<file path="src/rtl/seq_detect_param.sv">
// Runtime-programmable Mealy serial-pattern detector with valid-qualified input.
// Optional saturating match counter enabled by SEQ_DETECT_MATCH_CNT_EN.
module seq_detect_param #(
  parameter int unsigned          MAX_LEN = 8,
  parameter int unsigned          LEN_W   = 4,
  parameter int unsigned          CNT_W   = 8,
  parameter logic [MAX_LEN-1:0]   RST_PAT = MAX_LEN'(8'b0000_1101),
  parameter logic [LEN_W-1:0]     RST_LEN = LEN_W'(4),
  parameter logic                 RST_OVL = 1'b1
) (
  input  logic               clk,
  input  logic               rst_n,
  input  logic               din,
  input  logic               din_valid,
  input  logic               cfg_load,
  input  logic [MAX_LEN-1:0] pattern,
  input  logic [LEN_W-1:0]   pat_len,
  input  logic               overlap,
  output logic               y,
  output logic               cfg_err,
  output logic [CNT_W-1:0]   match_cnt
);

  localparam int unsigned HIST_W = MAX_LEN - 1;
  localparam logic [LEN_W-1:0] FILL_MAX = LEN_W'(MAX_LEN - 1);

  logic [HIST_W-1:0]  hist,    hist_nxt;
  logic [LEN_W-1:0]   fill,    fill_nxt;
  logic [MAX_LEN-1:0] cfg_pat, cfg_pat_nxt;
  logic [LEN_W-1:0]   cfg_len, cfg_len_nxt;
  logic               cfg_ovl, cfg_ovl_nxt;
  logic               cfg_err_nxt;

  logic [MAX_LEN-1:0] win;
  logic [MAX_LEN-1:0] mask;
  logic               fill_ok;

`ifdef SEQ_DETECT_MATCH_CNT_EN
  logic [CNT_W-1:0]   cnt, cnt_nxt;
`endif

  assign win = {hist, din};

  // Only the low cfg_len bits of the window take part in the compare.
  always_comb begin
    mask = '0;
    for (int i = 0; i < int'(MAX_LEN); i++) begin
      mask[i] = (32'(cfg_len) > 32'(i));
    end
  end

  // Enough history (plus the current bit) to cover the active pattern.
  assign fill_ok = ((LEN_W+1)'(fill) + (LEN_W+1)'(1)) >= (LEN_W+1)'(cfg_len);

  // State register
  always_ff @(posedge clk or negedge rst_n) begin
    if (!rst_n) begin
      hist    <= '0;
      fill    <= '0;
      cfg_pat <= RST_PAT;
      cfg_len <= RST_LEN;
      cfg_ovl <= RST_OVL;
      cfg_err <= 1'b0;
`ifdef SEQ_DETECT_MATCH_CNT_EN
      cnt     <= '0;
`endif
    end else begin
      hist    <= hist_nxt;
      fill    <= fill_nxt;
      cfg_pat <= cfg_pat_nxt;
      cfg_len <= cfg_len_nxt;
      cfg_ovl <= cfg_ovl_nxt;
      cfg_err <= cfg_err_nxt;
`ifdef SEQ_DETECT_MATCH_CNT_EN
      cnt     <= cnt_nxt;
`endif
    end
  end

  // Next-state logic; cfg_load wins over a valid bit in the same cycle
  always_comb begin
    hist_nxt    = hist;
    fill_nxt    = fill;
    cfg_pat_nxt = cfg_pat;
    cfg_len_nxt = cfg_len;
    cfg_ovl_nxt = cfg_ovl;
    cfg_err_nxt = cfg_err;
`ifdef SEQ_DETECT_MATCH_CNT_EN
    cnt_nxt     = cnt;
`endif
    if (cfg_load) begin
      cfg_pat_nxt = pattern;
      cfg_len_nxt = pat_len;
      cfg_ovl_nxt = overlap;
      hist_nxt    = '0;
      fill_nxt    = '0;
      cfg_err_nxt = (pat_len == '0) || (32'(pat_len) > 32'(MAX_LEN));
`ifdef SEQ_DETECT_MATCH_CNT_EN
      cnt_nxt     = '0;
`endif
    end else if (din_valid) begin
      hist_nxt = win[HIST_W-1:0];
      fill_nxt = (fill == FILL_MAX) ? fill : fill + LEN_W'(1);
      // Non-overlap: forget the matched window so its bits cannot be reused
      if (y && !cfg_ovl) begin
        fill_nxt = '0;
      end
`ifdef SEQ_DETECT_MATCH_CNT_EN
      if (y && (cnt != '1)) begin
        cnt_nxt = cnt + CNT_W'(1);
      end
`endif
    end
  end

  // Mealy output
  always_comb begin
    y = 1'b0;
    if (din_valid && !cfg_load && !cfg_err && fill_ok &&
        (((win ^ cfg_pat) & mask) == '0)) begin
      y = 1'b1;
    end
  end

`ifdef SEQ_DETECT_MATCH_CNT_EN
  assign match_cnt = cnt;
`else
  assign match_cnt = '0;
`endif

endmodule

</file>
<file path="config.mk">
export PLATFORM = sky130hd
export DESIGN_NAME = seq_detect_param
export DESIGN_NICKNAME = d
export VERILOG_FILES = /design/src/rtl/seq_detect_param.sv
export SDC_FILE = /design/constraint.sdc
export NUM_CORES = 1
export LEC_CHECK = 0
export CORE_AREA = 2 2 63 65
export CTS_CLUSTER_SIZE = 20
export DETAILED_ROUTE_END_ITERATION = 8
export DIE_AREA = 0 0 65 67
export SYNTH_ARGS = -nofsm -noshare
export SYNTH_HDL_FRONTEND = slang
export SYNTH_SLANG_ARGS = --single-unit
</file>
<file path="constraint.sdc">
create_clock -name clk -period 3.5 [get_ports clk]
set_input_delay 0.7 -clock clk [delete_from_list [all_inputs] [get_ports clk]]
set_output_delay 0.7 -clock clk [all_outputs]
set_load 0.02 [all_outputs]
</file>
==> qor.json <==
{
  "setup_path": {
    "timing.rr.end": "fill[3]",
    "critical_path_arrival_ps": 2590,
    "reg2reg_from": "fill[0]",
    "critical_path_cell_count": 8,
    "worstSetupStartpointType": "register",
    "critPathTopFamily": "adder cells",
    "regToRegSetupSlack_ps": 1280,
    "critical_path.startpoint": "fill[0]",
    "criticalPathCategory": "register to primary output",
    "critical-path-max-stage-delay_ps": 450,
    "worst-r2r-cell-count": 9,
    "worst-path-max-fanout": 6,
    "crit_chain": "ha_1, xor2_1, ha_1, a21oi_1, o21ai_0, a211o_1, and3_2, dlygate4sd2_1",
    "worst_path_max_delay_cell": "dfrtp_1",
    "critPathRequiredTime_ps": 2800,
    "worstSetupEndpointType": "primary output",
    "timing.critical_path.mode_cell": "ha_1",
    "worst-path-buf-inv": 1,
    "endpoint": "y"
  },
  "logic_synthesis": {
    "seq_total_area_yosys_pct": 44.2,
    "synth_ff_type": "dfrtp_1",
    "async_flop_share_pct": 100,
    "syn-instance-count": 135,
    "synth.ff_latch_count": 25,
    "yosys.cell_types.count": 33,
    "summed_instance_area_of_the_synthesized_netlist_sq_mm": 0.00143,
    "synth-edff-count": 0,
    "ys_warn_count": 0,
    "syn_area_per_cell_sq_um": 10.6
  },
  "sta": {
    "timing.final.setup_violations": 0,
    "rsz0062_at_grt": "false",
    "maxSlewViolCount": 0,
    "slew-limit-headroom_pct": 30.0,
    "finalCritPeriodShare_pct": 94.0,
    "setup-tns-final_ps": 0,
    "timing.fmax_mhz": 304,
    "clock_skew_after_layout_ps": 1.11,
    "worst-slew-pin-transition_ps": 1050,
    "period_needed_ps": 3290,
    "final_hold_viol_count": 0
  },
  "clock_network": {
    "tritoncts.num_buffers": 3,
    "cts_root_buffer": "clkbuf_8",
    "post_cts_resize_count": 1,
    "cts_max_path_buffers": 2,
    "postCtsSetupRepairBufs": 0,
    "hold_buffers": 0,
    "tritoncts": "built",
    "cts_sinks": 25,
    "htree_num_levels": 1,
    "clk_pin_slew_worst_paths_ps": 80,
    "worstSkewPairLatency_ps": 260
  },
  "final_layout": {
    "finish.instance_area_sq_mm": 0.00170,
    "area.growth.synth_to_final_pct": 18.7,
    "n_antenna_cell": 0,
    "share_of_final_layout_standard_cells_stronger_than_drive_strength_1_pct": 16.7,
    "final_net_count": 180,
    "final_util_pct": 47.0
  },
  "power_and_ir_drop": {
    "cellPowerDensity_mw_per_mm2": 371,
    "power.share.combinational_pct": 20.4,
    "p_seq_share_pct": 53.1,
    "p_int_mw": 0.458,
    "power.share.clock_pct": 26.5,
    "cellLeakagePower_nw": 0.768,
    "max_rail_drop_vdd_v": 0.000188,
    "p_switching_mw": 0.171,
    "p_sw_share_pct": 27.2
  },
  "detailed_routing": {
    "route.detailed.vias_per_inst": 4.97,
    "drc_violation_count_after_routing": 0,
    "routed_wire_length_per_instance_um": 12.9,
    "drtIter0Drc": 64,
    "drt_first_pass_iters": 4,
    "num_vias": 1014,
    "antenna_violating_nets_post_route": 0,
    "finalWirelength_um": 2630
  },
  "worst_hold_path": {
    "hold_path_class": "register to register",
    "timing.hold.worst_path_depth": 1
  },
  "global_route": {
    "first_global_vias": 1032,
    "grt_pass1_wl_um": 4640,
    "groute.usage.overall_pct": 13.9,
    "grt_max_degree": 31,
    "global_route.overflow_total": 0,
    "grt_antenna_before_repair": 0
  },
  "placement": {
    "gpl.final_weighted_congestion": 0.825,
    "port_buffers": 19,
    "placed_area_sq_mm": 0.00165,
    "dp_hpwl_um": 2020
  },
  "floorplan": {
    "fp.dieArea_sq_mm": 0.00436,
    "chipWidth_um": 65,
    "start_util_pct": 39.6,
    "die_h_um": 67,
    "placeableCoreArea_sq_mm": 0.00361,
    "i_o_pin_count": 28,
    "fp-row-count": 22
  },
  "run_status": {
    "status": "completed"
  },
  "job": {
    "max_cap_viol_count": 0
  }
}
==> registers in the layout (all words and copies together) (netlist names) <==
name / cells
cfg_pat: 8
hist: 7
cfg_len: 4
fill: 4
cfg_err: 1
cfg_ovl: 1
==> metrics by stage <==
step                worst slack (ps)  hold WS, ps  cells  power (mW)
CTS                              215          540    204       0.638
floorplan                        941          404    142       0.426
finish                           209          536    204       0.629
detailed placement               249          521    200       0.469
global route                     107          559    204       0.667
global placement                 285          519    200       0.464
==> power groups by stage <==
stage	logic (mW)	registers [mW]	clock network [mW]
floorplan	0.0906	0.335	0
CTS	0.131	0.334	0.174
detailed placement	0.130	0.340	0
finish	0.128	0.333	0.167
global placement	0.126	0.338	0
global route	0.144	0.337	0.186
==> metal layers <==
metal  up-vias  track usage, %  routed length, um
met5         -               0                  0
met4         0            2.39                 20
met3         4            2.53                117
met2        27            25.5               1350
met1       483            17.0               1140
li1        500               -                  -
==> cell type report <==
cell class                      count  area [sq um]
Clock buffer                        4          45.0
Multi-Input combinational cell    102           736
Inverter                            3          11.3
Tap cell                           48          60.1
Sequential cell                    25           632
Fill cell                         358          1910
Timing Repair Buffer               22           211
==> placed cells by master (no fill, tap or decap), types with 2 or more instances in the layout <==
| cell | synthesis | layout |
|---|---|---|
| dfstp_2 | 5 | 5 |
| clkdlybuf4s50_1 | 0 | 18 |
| clkbuf_8 | 0 | 3 |
| a21oi_1 | 7 | 7 |
| nor3_1 | 5 | 5 |
| xnor2_1 | 10 | 10 |
| inv_1 | 3 | 3 |
| dfrtp_1 | 20 | 20 |
| nor2_1 | 9 | 9 |
| conb_1 | 1 | 8 |
| o21ai_0 | 4 | 4 |
| mux2_2 | 10 | 10 |
| buf_4 | 8 | 3 |
| o22ai_1 | 2 | 2 |
| nor4_4 | 2 | 2 |
| ha_1 | 5 | 5 |
| nand2b_1 | 2 | 2 |
| nand2_1 | 11 | 11 |
| nand3_1 | 7 | 7 |
| mux2i_1 | 7 | 7 |
| nor2b_1 | 2 | 2 |
==> how the worst min path moves through the flow <==
stage | from | to | slack [ps]
after CTS | cfg_pat[7] | cfg_pat[7] | 540
after detailed placement | cfg_pat[7] | cfg_pat[7] | 520
after global routing | cfg_pat[7] | cfg_pat[7] | 560
after floorplan | rst_n | cfg_err | 400
after global placement | cfg_pat[7] | cfg_pat[7] | 520
final | cfg_pat[7] | cfg_pat[7] | 540
==> synthesized netlist by cell type (all sizes together), types with 2 or more instances <==
| master | n | area [sq um] |
|---|---|---|
| dfstp | 5 | 131 |
| nor2 | 9 | 33.8 |
| nor3 | 5 | 25.0 |
| nand2b | 2 | 12.5 |
| nand2 | 11 | 41.3 |
| mux2 | 10 | 113 |
| ha | 5 | 62.6 |
| clkbuf | 2 | 7.51 |
| mux2i | 7 | 70.1 |
| nand3 | 7 | 35.0 |
| dfrtp | 20 | 500 |
| and3 | 2 | 13.8 |
| buf | 10 | 68.8 |
| nor4 | 3 | 55.1 |
| nor2b | 2 | 12.5 |
| o22ai | 2 | 12.5 |
| o21ai | 5 | 25.0 |
| xnor2 | 10 | 87.6 |
| a21oi | 7 | 35.0 |
| inv | 3 | 11.3 |
==> worst reg2reg max path: stages, from the launching register on <==
cell and delay (ps):
dfrtp_1 450, ha_1 300, xor2_1 190, ha_1 300
a21oi_1 130, o21ai_0 110, a211o_1 350, nand4b_4 120
nand3_1 90, a21oi_1 130
==> cells by family (layout without fill, tap and decap cells) <==
| kind of cell | Yosys count | in the layout | synth area share [%] |
|---|---|---|---|
| other cells | 1 | 8 | 0.262 |
| flops | 25 | 25 | 44.2 |
| mux | 17 | 17 | 12.8 |
| compound gates | 17 | 17 | 6.65 |
| xor+xnor | 11 | 11 | 6.74 |
| buf+inv | 15 | 29 | 6.13 |
| simple gates | 44 | 44 | 18.8 |
| fa+ha+maj | 5 | 5 | 4.38 |
(Power assumes the default switching activity.)
